<file path="src/rtl/i2c_regbank_arbiter_if.sv">
// Bus bundle between the I2C slave / local requester and the shared register bank.
// The master modport is the access side; the slave modport is the bank.
interface i2c_regbank_arbiter_if;
  logic [7:0] i2c_addr;
  logic [7:0] i2c_wdata;
  logic       i2c_wr;
  logic       i2c_rd;
  logic [7:0] i2c_rdata;
  logic [7:0] i2c_wr_addr;
  logic       i2c_wr_evt;
  logic       loc_req;
  logic       loc_we;
  logic [7:0] loc_addr;
  logic [7:0] loc_wdata;
  logic       loc_ack;
  logic       loc_err;
  logic [7:0] loc_rdata;

  modport master (
    output i2c_addr, i2c_wdata, i2c_wr, i2c_rd,
    output loc_req, loc_we, loc_addr, loc_wdata,
    input  i2c_rdata, i2c_wr_evt, i2c_wr_addr,
    input  loc_ack, loc_err, loc_rdata
  );

  modport slave (
    input  i2c_addr, i2c_wdata, i2c_wr, i2c_rd,
    input  loc_req, loc_we, loc_addr, loc_wdata,
    output i2c_rdata, i2c_wr_evt, i2c_wr_addr,
    output loc_ack, loc_err, loc_rdata
  );
endinterface

</file>
<file path="src/rtl/i2c_regbank_arbiter.sv">
// 8-bit register bank shared by a zero-wait I2C strobe port and a req/ack local port.
// I2C always wins; a colliding local request is deferred and counted in COLL_CNT.
module i2c_regbank_arbiter #(
  parameter int unsigned NUM_REGS = 16,
  parameter logic [7:0]  ID_VALUE = 8'hA5
) (
  input  logic                    clk,
  input  logic                    rst,
  i2c_regbank_arbiter_if.slave    bus,
  output logic [8*NUM_REGS-1:0]   cfg_out
);

  localparam logic [8:0] NREGS9 = 9'(NUM_REGS);

  typedef enum logic {L_IDLE, L_ACK} lstate_t;

  lstate_t    state, state_nxt;
  logic [7:0] coll_cnt;
  logic [7:0] rw_q [2:NUM_REGS-1];
  logic       loc_take_c, loc_coll_c, loc_wr_c, i2c_rw_c;
  logic [7:0] loc_rd_c;
  logic       unused_rd;

  assign unused_rd = bus.i2c_rd;

  function automatic logic is_mapped(input logic [7:0] a);
    return {1'b0, a} < NREGS9;
  endfunction

  function automatic logic is_rw(input logic [7:0] a);
    return (a >= 8'd2) && is_mapped(a);
  endfunction

  function automatic logic [7:0] read_reg(input logic [7:0] a);
    logic [7:0] v;
    v = 8'hFF;
    if (a == 8'd0) v = ID_VALUE;
    else if (a == 8'd1) v = coll_cnt;
    for (int unsigned k = 2; k < NUM_REGS; k++)
      if (a == 8'(k)) v = rw_q[k];
    return v;
  endfunction

  // Read decode for both ports
  always_comb begin
    bus.i2c_rdata = read_reg(bus.i2c_addr);
    loc_rd_c      = read_reg(bus.loc_addr);
  end

  assign i2c_rw_c = bus.i2c_wr && is_rw(bus.i2c_addr);
  assign loc_wr_c = loc_take_c && bus.loc_we && is_rw(bus.loc_addr);

  always_ff @(posedge clk) begin
    if (rst) state <= L_IDLE;
    else     state <= state_nxt;
  end

  // Local port: accept when no I2C write is in flight, else count a collision
  always_comb begin
    state_nxt  = state;
    loc_take_c = 1'b0;
    loc_coll_c = 1'b0;
    case (state)
      L_IDLE: begin
        if (bus.loc_req) begin
          if (bus.i2c_wr) begin
            loc_coll_c = 1'b1;
          end else begin
            loc_take_c = 1'b1;
            state_nxt  = L_ACK;
          end
        end
      end
      L_ACK:   state_nxt = L_IDLE;
      default: state_nxt = L_IDLE;
    endcase
  end

  assign bus.loc_ack = (state == L_ACK);

  always_ff @(posedge clk) begin
    if (rst) begin
      bus.loc_err     <= 1'b0;
      bus.loc_rdata   <= 8'h00;
      bus.i2c_wr_evt  <= 1'b0;
      bus.i2c_wr_addr <= 8'h00;
    end else begin
      bus.i2c_wr_evt <= i2c_rw_c;
      if (i2c_rw_c) bus.i2c_wr_addr <= bus.i2c_addr;
      if (loc_take_c) begin
        bus.loc_err <= !is_mapped(bus.loc_addr) || (bus.loc_we && (bus.loc_addr < 8'd2));
        if (!bus.loc_we) bus.loc_rdata <= loc_rd_c;
      end
    end
  end

  // I2C clear of COLL_CNT dominates a same-cycle collision increment
  always_ff @(posedge clk) begin
    if (rst)                                      coll_cnt <= 8'h00;
    else if (bus.i2c_wr && bus.i2c_addr == 8'd1)  coll_cnt <= 8'h00;
    else if (loc_coll_c && coll_cnt != 8'hFF)     coll_cnt <= coll_cnt + 8'd1;
  end

  always_ff @(posedge clk) begin
    if (rst) begin
      for (int unsigned k = 2; k < NUM_REGS; k++) rw_q[k] <= 8'h00;
    end else begin
      for (int unsigned k = 2; k < NUM_REGS; k++) begin
        if (i2c_rw_c && bus.i2c_addr == 8'(k))      rw_q[k] <= bus.i2c_wdata;
        else if (loc_wr_c && bus.loc_addr == 8'(k)) rw_q[k] <= bus.loc_wdata;
      end
    end
  end

  always_comb begin
    cfg_out       = '0;
    cfg_out[7:0]  = ID_VALUE;
    cfg_out[15:8] = coll_cnt;
    for (int unsigned k = 2; k < NUM_REGS; k++) cfg_out[8*k +: 8] = rw_q[k];
  end

endmodule

</file>
<file path="src/flat_wrapper.sv">
// flat-port wrapper written by rule: the top's interface ports become plain ports
module i2c_regbank_arbiter_flat 
#(
  parameter int unsigned NUM_REGS = 16,
  parameter logic [7:0]  ID_VALUE = 8'hA5
)
  (clk, rst, cfg_out, bus_i2c_addr, bus_i2c_wdata, bus_i2c_wr, bus_i2c_rd, bus_loc_req, bus_loc_we, bus_loc_addr, bus_loc_wdata, bus_i2c_rdata, bus_i2c_wr_evt, bus_i2c_wr_addr, bus_loc_ack, bus_loc_err, bus_loc_rdata);
  i2c_regbank_arbiter_if bus_i ();
  input  logic clk;
  input  logic rst;
  output logic [8*NUM_REGS-1:0] cfg_out;
  input wire logic [$bits(bus_i.i2c_addr)-1:0] bus_i2c_addr;
  input wire logic [$bits(bus_i.i2c_wdata)-1:0] bus_i2c_wdata;
  input wire logic [$bits(bus_i.i2c_wr)-1:0] bus_i2c_wr;
  input wire logic [$bits(bus_i.i2c_rd)-1:0] bus_i2c_rd;
  input wire logic [$bits(bus_i.loc_req)-1:0] bus_loc_req;
  input wire logic [$bits(bus_i.loc_we)-1:0] bus_loc_we;
  input wire logic [$bits(bus_i.loc_addr)-1:0] bus_loc_addr;
  input wire logic [$bits(bus_i.loc_wdata)-1:0] bus_loc_wdata;
  output wire logic [$bits(bus_i.i2c_rdata)-1:0] bus_i2c_rdata;
  output wire logic [$bits(bus_i.i2c_wr_evt)-1:0] bus_i2c_wr_evt;
  output wire logic [$bits(bus_i.i2c_wr_addr)-1:0] bus_i2c_wr_addr;
  output wire logic [$bits(bus_i.loc_ack)-1:0] bus_loc_ack;
  output wire logic [$bits(bus_i.loc_err)-1:0] bus_loc_err;
  output wire logic [$bits(bus_i.loc_rdata)-1:0] bus_loc_rdata;
  assign bus_i.i2c_addr = bus_i2c_addr;
  assign bus_i.i2c_wdata = bus_i2c_wdata;
  assign bus_i.i2c_wr = bus_i2c_wr;
  assign bus_i.i2c_rd = bus_i2c_rd;
  assign bus_i.loc_req = bus_loc_req;
  assign bus_i.loc_we = bus_loc_we;
  assign bus_i.loc_addr = bus_loc_addr;
  assign bus_i.loc_wdata = bus_loc_wdata;
  assign bus_i2c_rdata = bus_i.i2c_rdata;
  assign bus_i2c_wr_evt = bus_i.i2c_wr_evt;
  assign bus_i2c_wr_addr = bus_i.i2c_wr_addr;
  assign bus_loc_ack = bus_i.loc_ack;
  assign bus_loc_err = bus_i.loc_err;
  assign bus_loc_rdata = bus_i.loc_rdata;
  i2c_regbank_arbiter #(.NUM_REGS(NUM_REGS), .ID_VALUE(ID_VALUE)) u_core (.clk(clk), .rst(rst), .bus(bus_i), .cfg_out(cfg_out));
endmodule
</file>
<file path="config.mk">
export PLATFORM = sky130hd
export DESIGN_NAME = i2c_regbank_arbiter_flat
export DESIGN_NICKNAME = d
export VERILOG_FILES = /design/src/rtl/i2c_regbank_arbiter_if.sv /design/src/rtl/i2c_regbank_arbiter.sv /design/src/flat_wrapper.sv
export SDC_FILE = /design/constraint.sdc
export NUM_CORES = 1
export LEC_CHECK = 0
export CORE_UTILIZATION = 35
export DETAILED_ROUTE_END_ITERATION = 10
export PLACE_DENSITY_LB_ADDON = 0.1
export SKIP_CTS_REPAIR_TIMING = 1
export SYNTH_ARGS = -nofsm -noshare
export SYNTH_HDL_FRONTEND = slang
export SYNTH_SLANG_ARGS = --single-unit
</file>
<file path="constraint.sdc">
create_clock -name clk -period 3 [get_ports clk]
set_input_delay 0.45 -clock clk [delete_from_list [all_inputs] [get_ports clk]]
set_output_delay 0.45 -clock clk [all_outputs]
set_load 0.02 [all_outputs]
</file>
==> out/summary.md <==
The flow ran to the end, and the final reports show no timing, DRC or antenna violations. The critical path crosses 9 cells after its start point. The final count of hold timing violations came out at 0. The run gives 0.0884 ns as the post-route worst setup slack.

The element type at the critical path start is an input pin. Power comes to 5230 uW. Entering global routing, the biggest net connects 24 pins.

The slew of the pin with the lowest slew margin was 1.14 ns. The worst register-to-register path has a depth of 7. The maximum ir drop on the vdd rail was 400 uV; the fraction of the cycle the final worst path needs was 97.1%. The count of flip-flops with a built-in enable after synthesis was 112; the setup slack at placement was -0.633 ns. The most numerous cell type found on the critical path is buf_4.

The first global-routing pass estimated 67600 um of wire. The slowest stage of the critical path is the or4b_4 cell. During placement, the flow inserted port buffers numbering 183. In this run the standard cell core region covers 0.0245 mm^2. Ranked by total cell area, the synthesized netlist is headed by edfxtp_1 (38%), a22o_1 (11%), dfxtp_1 (6.1%).

From synthesis to final layout, the design area changed by 45.2%. In the final design database the tool counted 1227 nets. Buffers inserted during clock tree synthesis total 17. Max-cap violations in this run came to 0. Data on the critical path arrives at its endpoint at 2.46 ns. The most used flip-flop cell after synthesis was edfxtp_1.

The run gives 0 as the number of setup violations in the final report. Counting both buffers and inverters, the worst setup path holds a total of 4. The tree is rooted in a clkbuf_16.

The global-route usage over all layers was 37.0%. Across the routed clock network, the largest skew measured is 0.0190 ns. Worst path required time: 2.55 ns. The clock passes through at most 2 buffers. The biggest area contributor in the post-synthesis netlist is edfxtp_1. Dividing the synthesized area by the synthesized cell count gives 10.1 um^2.

For this design the ratio of total power to cell area is 408 mW/mm^2. The minimum clock period after layout is 2.91 ns, and the effective utilization at floorplan is 36.0%. The part of the Yosys area used for sequential elements is 44.2%, and the layout filler cell count is 2310.

The worst hold path passes through 3 cells. The logs give 1220 for the number of DRC violations after detailed-routing iteration 0 and 5 for the number of iterations in the first detailed-routing pass. The max-slew violation count was 0; the count of mapped cells out of synthesis was 876. After synthesis, the share of flip-flops with an asynchronous set or reset is 0%.

The tools report the number of antenna violations at the first check in global routing as 1. Placed wire-length estimate after detailed placement: 36000 um. Counting flops and latches in the post-synthesis netlist gives 139. The Yosys step of the flow raised 0 warnings. In this run the remaining antenna-violating nets after routing total 0. The floorplan step defined a die boundary enclosing 0.0259 mm^2. The stage delay of the slowest cell on the critical path is 0.60 ns, and the post-synthesis cell type count is 82. For this design the static power due to leakage is 0.00484 uW. The run gives 0 as the remaining global-route overflow. Summed over its instances, the top area cell type makes up 38.1% of the synthesized netlist area.

The post-synth design cell area is 0.00883 mm^2, and the count of vias placed by the detailed router is 9556. Clock-pin slew was measured on the worst setup and hold paths at 0.07 ns. In this run the worst hold path is classified as input pin to flop. The via count normalized by instance count is 6.27. Measured on the finished design, the core utilization comes to 52.3%. The via count of the first global-routing pass is 9055. The achievable frequency is 343 MHz, and the top-level I/O count is 193. The worst pin sits at a relative slew slack of 23.7%. The placer's final routability congestion estimate was 1.04. The cell family with the largest share of critical-path delay was simple AND/OR/NAND/NOR gates. The die is 161 um tall. The number of clock sinks is 139, and the largest fanout of any net on the critical path is 5.

STA classifies the critical path endpoint as an output pin. The tightest hold margin was 0.386 ns. Walking the worst path, the cells encountered are dlymetal6s2s_1 -> or4b_4 -> nor3_4 -> buf_4 -> a22oi_1 -> a222oi_1 -> buf_4 -> a31oi_1 -> clkbuf_2. The total wirelength of the detailed-routed design was 47900 um. The die span in x is 161 um. TritonCTS built the clock tree. Row generation in the floorplan step produced 57 rows.

By startpoint and endpoint, the worst setup path is classified as input pin to output pin. The tools report the worst-skew pair later-pin latency as 0.44 ns. The H-tree was split into 4 levels. After detailed routing, the number of remaining DRC violations is 0. The number of antenna diodes in the final layout is 0. Cells with a size suffix above 1 make up 25.3% of the layout. The detail-routed net length per standard cell is 31.4 um.
## cell usage in the layout, fill, tap and decap left out, types with 7 or more instances in the layout
| cell type | instances |
|---|---|
| a211oi_1 | 10 |
| a21oi_1 | 42 |
| a221o_1 | 8 |
| a22o_1 | 113 |
| a22oi_1 | 9 |
| a31oi_1 | 7 |
| buf_12 | 9 |
| buf_4 | 179 |
| clkbuf_16 | 17 |
| clkdlybuf4s50_1 | 166 |
| conb_1 | 8 |
| dfxtp_1 | 27 |
| dlymetal6s2s_1 | 12 |
| edfxtp_1 | 112 |
| inv_1 | 9 |
| mux2_2 | 11 |
| mux2i_1 | 13 |
| nand2_1 | 70 |
| nand2b_1 | 13 |
| nand3_1 | 12 |
| nor2_1 | 60 |
| nor2_2 | 11 |
| nor2b_1 | 9 |
| nor3_1 | 18 |
| nor3_2 | 16 |
| nor3_4 | 9 |
| nor3b_1 | 12 |
| o211ai_1 | 10 |
| o21ai_0 | 46 |
| o221ai_1 | 13 |
| o22ai_1 | 30 |
| or3_1 | 7 |
## layout make-up
type                            instances  area, um^2  area share [%]
Tap cell                              324         405            3.16
Sequential cell                       139        3900            30.4
Inverter                               10        37.5           0.293
Multi-Input combinational cell        649        4560            35.5
Timing Repair Buffer                  371        3360            26.2
Clock buffer                           17         425            3.32
Clock inverter                         14         138            1.07
## synthesized netlist by cell type, drive strengths merged, types with 7 or more instances
cell type	instances
a21oi	42
nand2b	13
dfxtp	27
o22ai	32
o21ai	46
o221ai	13
buf	43
nor3b	13
a221o	8
nor2	73
mux2	11
nor3	43
nor2b	9
a211oi	11
inv	10
a22o	113
a31oi	7
or3	7
a22oi	9
o211ai	10
nand3	12
mux2i	13
nand2	72
clkbuf	41
edfxtp	112
## where the power goes
| part | leakage [uW] | internal, uW | switching [uW] |
|---|---|---|---|
| clock network | 0.000261 | 1160 | 970 |
| logic | 0.00316 | 347 | 552 |
| registers | 0.00142 | 2130 | 72.3 |
| total | 0.00484 | 3630 | 1590 |
## metal layers
metal	global-route usage [%]	vias to the layer above	wire length, um
li1	-	4088	-
met1	52.6	4758	20300
met2	56.5	641	21200
met3	6.97	69	5010
met4	11.7	0	1370
met5	0	-	0
## worst register-to-register path: stages, from the launching register on
cell      delay (ns)
edfxtp_1        0.50
buf_4           0.22
or4b_2          0.63
o211ai_1        0.16
a221oi_1        0.19
o21ai_0         0.37
buf_4           0.18
a211oi_2        0.06
## kinds of logic after synthesis
kind of cell	after synthesis	synth area share, %
other cells	2	0.0850
flops	139	44.2
compound gates	336	28.7
fa+ha+maj	1	0.142
xor+xnor	4	0.397
simple gates	273	17.8
buf+inv	94	5.10
mux	27	3.64
## path summary, 6_finish.rpt
kind / startpoint / to / slack [ns]
setup reg to reg: u_core.rw_q[1][26] / u_core.bus.loc_rdata[2] / 0.58
hold / removal: bus_i2c_addr[3] / u_core.bus.i2c_wr_addr[3] / 0.39
setup / recovery: bus_i2c_addr[4] / bus_i2c_rdata[4] / 0.09
hold reg to reg: u_core.bus.i2c_wr_addr[1] / u_core.bus.i2c_wr_addr[1] / 0.45
## sequential cells by signal, summed over array words and instances (netlist names)
register and count:
u_core.rw_q 112, u_core.bus.i2c_wr_addr 8, u_core.bus.loc_rdata 8, u_core.coll_cnt 8, u_core.bus.i2c_wr_evt 1, u_core.bus.loc_ack 1, u_core.bus.loc_err 1
## through the flow
| stage | cell area, um^2 | cells | TNS, ns |
|---|---|---|---|
| global placement | 12200 | 1493 | -8.64 |
| finish | 12800 | 1524 | 0 |
| CTS | 12800 | 1524 | -4.32 |
| floorplan | 8860 | 882 | 0 |
| global route | 12800 | 1524 | -0.0169 |
| detailed placement | 12200 | 1493 | -5.48 |
(Power assumes the default switching activity.)
